**src/rtl/key_scanner.sv**
```systemverilog
// key_scanner: synchronises, debounces and serialises NKEYS key lines into 8-bit press/release events through a small FIFO.
// Build macro KEY_TOGGLE_EN: key_state becomes a per-key latch that flips on each debounced press.
module key_scanner #(
   parameter int NKEYS      = 16,
   parameter int DEBOUNCE   = 500000,
   parameter int FIFO_DEPTH = 4
) (
   input  logic             clk,
   input  logic             rst,
   input  logic [NKEYS-1:0] key_raw,
   output logic [NKEYS-1:0] key_state,
   output logic             evt_valid,
   output logic [7:0]       evt_code,
   input  logic             evt_ready,
   output logic             overflow,
   input  logic             clr_ovf
);
   localparam int CW = $clog2(DEBOUNCE);
   localparam int PW = $clog2(FIFO_DEPTH);
   localparam int NW = $clog2(FIFO_DEPTH + 1);

   logic [NKEYS-1:0] sync1_q, sync2_q, samp_q, lvl_q, pend_q, pend_d, upd, first;
   logic [CW-1:0]    cnt_q;
   logic             tick;
   logic [6:0]       idx;
   logic [7:0]       push_code, head_d;
   logic             push, pop, push_ok;
   logic [7:0]       mem_q [FIFO_DEPTH];
   logic [PW-1:0]    wptr_q, rptr_q, rptr_d;
   logic [NW-1:0]    fill_q, fill_d;
   logic             valid_q, ovf_q;
   logic [7:0]       code_q;

   assign tick = cnt_q == CW'(DEBOUNCE - 1);

   // two-flop synchroniser per key line
   always_ff @(posedge clk or negedge rst) begin
      if (!rst) begin
         sync1_q <= '0;
         sync2_q <= '0;
      end else begin
         sync1_q <= key_raw;
         sync2_q <= sync1_q;
      end
   end

   // sample-tick counter, wraps every DEBOUNCE cycles
   always_ff @(posedge clk or negedge rst) begin
      if (!rst) cnt_q <= '0;
      else cnt_q <= tick ? '0 : cnt_q + 1'b1;
   end

   // a key changes level only when two consecutive ticks agree and differ from the current level
   always_comb begin
      upd    = tick ? (sync2_q ~^ samp_q) & (sync2_q ^ lvl_q) : '0;
      pend_d = (pend_q & ~first) | upd;
   end

   // debounced level, tick sample and per-key pending-event mask
   always_ff @(posedge clk or negedge rst) begin
      if (!rst) begin
         samp_q <= '0;
         lvl_q  <= '0;
         pend_q <= '0;
      end else begin
         if (tick) samp_q <= sync2_q;
         lvl_q  <= lvl_q ^ upd;
         pend_q <= pend_d;
      end
   end

   // pick the lowest pending key and form its event code
   always_comb begin
      idx = '0;
      for (int i = NKEYS - 1; i >= 0; i--) if (pend_q[i]) idx = 7'(i);
      first     = pend_q & (-pend_q);
      push      = |pend_q;
      push_code = {|(first & lvl_q), idx};
   end

   // FIFO control; the head bypass covers a push landing in the slot the read pointer moves to
   always_comb begin
      pop     = valid_q & evt_ready;
      push_ok = push & ((fill_q != NW'(FIFO_DEPTH)) | pop);
      rptr_d  = rptr_q + PW'(pop);
      fill_d  = fill_q + NW'(push_ok) - NW'(pop);
      head_d  = (push_ok && wptr_q == rptr_d) ? push_code : mem_q[rptr_d];
   end

   // FIFO storage, pointers, registered head outputs and sticky overflow
   always_ff @(posedge clk or negedge rst) begin
      if (!rst) begin
         for (int i = 0; i < FIFO_DEPTH; i++) mem_q[i] <= '0;
         wptr_q  <= '0;
         rptr_q  <= '0;
         fill_q  <= '0;
         valid_q <= 1'b0;
         code_q  <= '0;
         ovf_q   <= 1'b0;
      end else begin
         if (push_ok) mem_q[wptr_q] <= push_code;
         wptr_q  <= wptr_q + PW'(push_ok);
         rptr_q  <= rptr_d;
         fill_q  <= fill_d;
         valid_q <= fill_d != '0;
         code_q  <= head_d;
         ovf_q   <= (push & ~push_ok) | (ovf_q & ~clr_ovf);
      end
   end

   assign evt_valid = valid_q;
   assign evt_code  = code_q;
   assign overflow  = ovf_q;

`ifdef KEY_TOGGLE_EN
   logic [NKEYS-1:0] tog_q;

   // flip the presented state on each debounced press, ignore releases
   always_ff @(posedge clk or negedge rst) begin
      if (!rst) tog_q <= '0;
      else tog_q <= tog_q ^ (upd & sync2_q);
   end

   assign key_state = tog_q;
`else
   assign key_state = lvl_q;
`endif

endmodule

```
**config.mk**
```make
export PLATFORM = sky130hd
export DESIGN_NAME = key_scanner
export DESIGN_NICKNAME = d
export VERILOG_FILES = /design/src/rtl/key_scanner.sv
export SDC_FILE = /design/constraint.sdc
export NUM_CORES = 1
export LEC_CHECK = 0
export ABC_AREA = 1
export BUFFER_PORTS_ARGS = -buffer_cell sky130_fd_sc_hd__clkbuf_2
export CAP_MARGIN = 20
export CORE_MARGIN = 1.5
export CORE_UTILIZATION = 64
export CTS_CLUSTER_SIZE = 8
export DETAILED_ROUTE_END_ITERATION = 7
export GPL_ROUTABILITY_DRIVEN = 0
export GPL_TIMING_DRIVEN = 0
export PLACE_DENSITY = 0.95
export SYNTH_ARGS = -nofsm -noshare
export SYNTH_HDL_FRONTEND = slang
export SYNTH_SLANG_ARGS = --single-unit
```
**constraint.sdc**
```tcl
create_clock -name clk -period 4.3 [get_ports clk]
set_input_delay 0.43 -clock clk [delete_from_list [all_inputs] [get_ports clk]]
set_output_delay 0.43 -clock clk [all_outputs]
set_load 0.01 [all_outputs]
```
==> impl_metrics.py <==
metrics = {
    "synthesis": {
        "synth.area.top_cells": "sky130_fd_sc_hd__dfrtp_1, sky130_fd_sc_hd__nand2_1, sky130_fd_sc_hd__inv_1, sky130_fd_sc_hd__o21ai_0, sky130_fd_sc_hd__nor2_1",
        "post_synth.cell_area_avg_um2": 8.69,
        "synthArstFlopShare_pct": 100,
        "largest_area_contributor_in_the_netlist": "sky130_fd_sc_hd__dfrtp_1",
        "synth.yosys.seq_area_share_pct": 56.6,
        "synthesis.instances": 677,
        "synth_top_cell_area_share_pct": 56.6,
        "yosysWarningCount": 0,
        "synth-main-ff-cell": "sky130_fd_sc_hd__dfrtp_1",
        "yosys_register_bits": 133,
        "mappedNetlistArea_um2": 5880,
        "synth_edf_count": 0,
        "synthDistinctLibCells": 36,
    },
    "grt": {
        "grt_first_pass_wirelength_um": 22700,
        "globalRouteOverflowTotal": 0,
        "grt_pass1_vias": 4909,
        "grt_start_max_net_pins": 115,
        "antenna_found_initial": 0,
        "grt_use_total_pct": 30.1,
    },
    "worst_setup_path": {
        "worstReg2RegEnd": "evt_valid",
        "critPathKind": "flop to flop",
        "critical-path-top-cell-by-count": "sky130_fd_sc_hd__inv_1",
        "crit_path_top_delay_cell": "sky130_fd_sc_hd__dfrtp_1",
        "worst_ep_required_time_ns": 4.69,
        "crit_family": "simple AND/OR/NAND/NOR gates",
        "crit_path_end_kind": "flop",
        "ff2ff_path_depth": 13,
        "critPathMaxFanout": 5,
        "timing.reg2reg.setup_slack_ns": 1.64,
        "critical-path-max-stage-delay_ns": 0.42,
        "worstReg2RegStart": "pend_q[12]",
        "startpoint_types": "flop",
        "cp_num_buf_inv": 4,
        "path_cells": "nor2_2 -> inv_1 -> nor2_1 -> nand3_1 -> nor2_1 -> inv_1 -> nand2_2 -> inv_1 -> ha_1 -> inv_1 -> fa_1 -> xnor2_1 -> or3_1",
        "arrival_ns": 3.05,
    },
    "place": {
        "io_buffers": 42,
        "place.detailed.hpwl_um": 8910,
    },
    "worst_hold_path": {
        "holdCritPathClass": "input pin to flop",
        "min_to": "sync1_q[5]",
        "min_from": "key_raw[5]",
        "worst_hold_path.num_cells": 1,
    },
    "sta": {
        "timing_max_transition_violations_final": 0,
        "max_clock_freq_ghz": 0.376,
        "period_minus_slack_ns": 2.66,
        "finalHoldViolCount": 0,
        "setup_viol": 0,
        "setup_tns_ns": 0,
        "min_period_over_period_pct": 61.8,
        "rsz0062_at_grt": "false",
        "max-slew-margin-rel_pct": 53.1,
        "clock_skew_ns": 0.00893,
        "tightestPinTransition_ns": 0.699,
        "fin_worst_hold_slack_ns": 0.0147,
    },
    "job": {
        "drv_cap": 0,
    },
    "detailed_routing": {
        "met2_wirelength_um": 7180,
        "route.vias.total": 4946,
        "met3WireLength_um": 814,
        "drt_pass1_iterations": 7,
        "drt-total-wl_um": 13700,
        "m1WireLength_um": 5320,
        "routed_via_density": 5.65,
        "drtIter0Drc": 492,
        "drt_drc_violations_left": 3,
        "antenna_left": 0,
        "wire_per_inst_um": 15.7,
        "maxUsedRoutingLayer": "met4",
    },
    "die": {
        "dieArea_um2": 9770,
        "chipWidth_um": 98.9,
        "die_height_um": 98.9,
        "fp-row-count": 34,
        "core_region_area_um2": 8810,
        "initial_core_utilization_pct": 66.8,
        "ios": 46,
    },
    "clocking": {
        "clock_root_cell": "sky130_fd_sc_hd__clkbuf_8",
        "postCtsSetupBuffers": 0,
        "cts_sinks": 133,
        "tritoncts_clock_tree": "yes",
        "cts_hold_repair.buffers": 2,
        "clock_insertion_delay_at_the_later_pin_of_the_skew_report_ns": 0.52,
        "post_cts_resize_count": 0,
        "clk_pin_slew_worst_paths_ns": 0.06,
        "clk_path_buf_depth": 2,
        "max_h_tree_level": 4,
        "cts-buffers-inserted": 17,
    },
    "layout": {
        "finish.net_count": 780,
        "antennaDiodeCount": 0,
        "area_overhead_vs_synth_pct": 18.1,
        "drive_gt1_share_pct": 15.0,
    },
    "pwr": {
        "power.total_mw": 3.00,
        "vdd_drop_max_v": 0.000373,
        "standby_leakage_power_nw": 3.55,
        "powerDensity_nw_per_um2": 432,
    },
    "outcome": {
        "run_status": "complete, but fails checks",
        "failed_checks": "DRC",
    },
}
-- worst max path at each step --
stage / from / endpoint / slack (ns) / cells after the start
finish: pend_q[12] / evt_valid / 1.64 / 13
global route: pend_q[12] / evt_valid / 1.51 / 13
CTS: pend_q[12] / evt_valid / 1.68 / 13
detailed placement: pend_q[12] / evt_valid / 1.71 / 13
global placement: rst / sync1_q[5] / 0.82 / 1
floorplan: pend_q[1] / evt_valid / 2.12 / 13
-- power breakdown --
group / internal (mW) / switching (mW) / leakage [nW]
clock: 0.737 / 0.584 / 0.252
sequential: 1.31 / 0.0282 / 1.75
combinational: 0.119 / 0.223 / 1.54
-- registers in the layout, indices dropped and copies added (netlist names) --
| signal | flops |
|---|---|
| key_state | 16 |
| sync2_q | 16 |
| sync1_q | 16 |
| cnt_q | 19 |
| fill_q | 3 |
| rptr_q | 2 |
| evt_valid | 1 |
| evt_code | 5 |
| pend_q | 16 |
| overflow | 1 |
| samp_q | 16 |
| mem_q | 20 |
| wptr_q | 2 |
-- layer usage --
layer	GRT usage, %	up-vias
met5	0	-
met3	7.38	51
li1	-	2295
met1	35.1	2377
met4	13.1	0
met2	52.8	223
-- final cells by class --
type / count / area [um^2]
inverter: 93 / 349
tap: 108 / 135
clock inverter: 14 / 116
timing repair buffer: 56 / 377
buffer: 10 / 55.1
multi-input combinational: 443 / 2160
sequential: 133 / 3330
clock buffer: 18 / 428
fill: 523 / 1860
-- metrics by stage --
stage,setup slack (ns),area (um^2),std cells,util [%]
2_1_floorplan,2.12,5890,679,-
3_3_place_gp,0.820,6230,829,70.8
3_5_place_dp,1.71,6270,830,71.2
4_1_cts,1.68,6840,864,77.6
5_1_grt,1.51,6950,875,78.9
6_report,1.64,6950,875,78.9
-- cell families (layout without fill, tap and decap cells) --
| family | Yosys count | count (layout) | synth area share, % |
|---|---|---|---|
| simple gates | 331 | 331 | 25.1 |
| buf+inv | 103 | 191 | 6.87 |
| flops | 133 | 133 | 56.6 |
| compound gates | 89 | 89 | 7.89 |
| fa+ha+maj | 6 | 6 | 1.40 |
| other cells | 1 | 3 | 0.0638 |
| xor+xnor | 14 | 14 | 2.08 |
-- cells in the mapped netlist (3+ instances only) --
cell / count
sky130_fd_sc_hd__buf_4: 3
sky130_fd_sc_hd__inv_2: 3
sky130_fd_sc_hd__nand2_2: 7
sky130_fd_sc_hd__nand2_1: 182
sky130_fd_sc_hd__inv_1: 89
sky130_fd_sc_hd__nor3_2: 7
sky130_fd_sc_hd__dfrtp_1: 133
sky130_fd_sc_hd__buf_2: 5
sky130_fd_sc_hd__nand3_1: 25
sky130_fd_sc_hd__nor3_1: 19
sky130_fd_sc_hd__a21oi_1: 18
sky130_fd_sc_hd__xor2_1: 10
sky130_fd_sc_hd__nand4_1: 9
sky130_fd_sc_hd__nor2_1: 64
sky130_fd_sc_hd__xnor2_1: 4
sky130_fd_sc_hd__ha_1: 5
sky130_fd_sc_hd__o21ai_0: 62
sky130_fd_sc_hd__nor4_1: 3
sky130_fd_sc_hd__nor2_2: 8
-- cell usage in the layout (no fill, tap or decap), types with 16 or more instances in the layout --
| cell | count |
|---|---|
| sky130_fd_sc_hd__a21oi_1 | 18 |
| sky130_fd_sc_hd__clkbuf_16 | 16 |
| sky130_fd_sc_hd__clkbuf_2 | 41 |
| sky130_fd_sc_hd__dfrtp_1 | 133 |
| sky130_fd_sc_hd__inv_1 | 89 |
| sky130_fd_sc_hd__nand2_1 | 182 |
| sky130_fd_sc_hd__nand3_1 | 25 |
| sky130_fd_sc_hd__nor2_1 | 64 |
| sky130_fd_sc_hd__nor3_1 | 19 |
| sky130_fd_sc_hd__o21ai_0 | 62 |
Note: power is estimated with default switching activity, not from simulation.
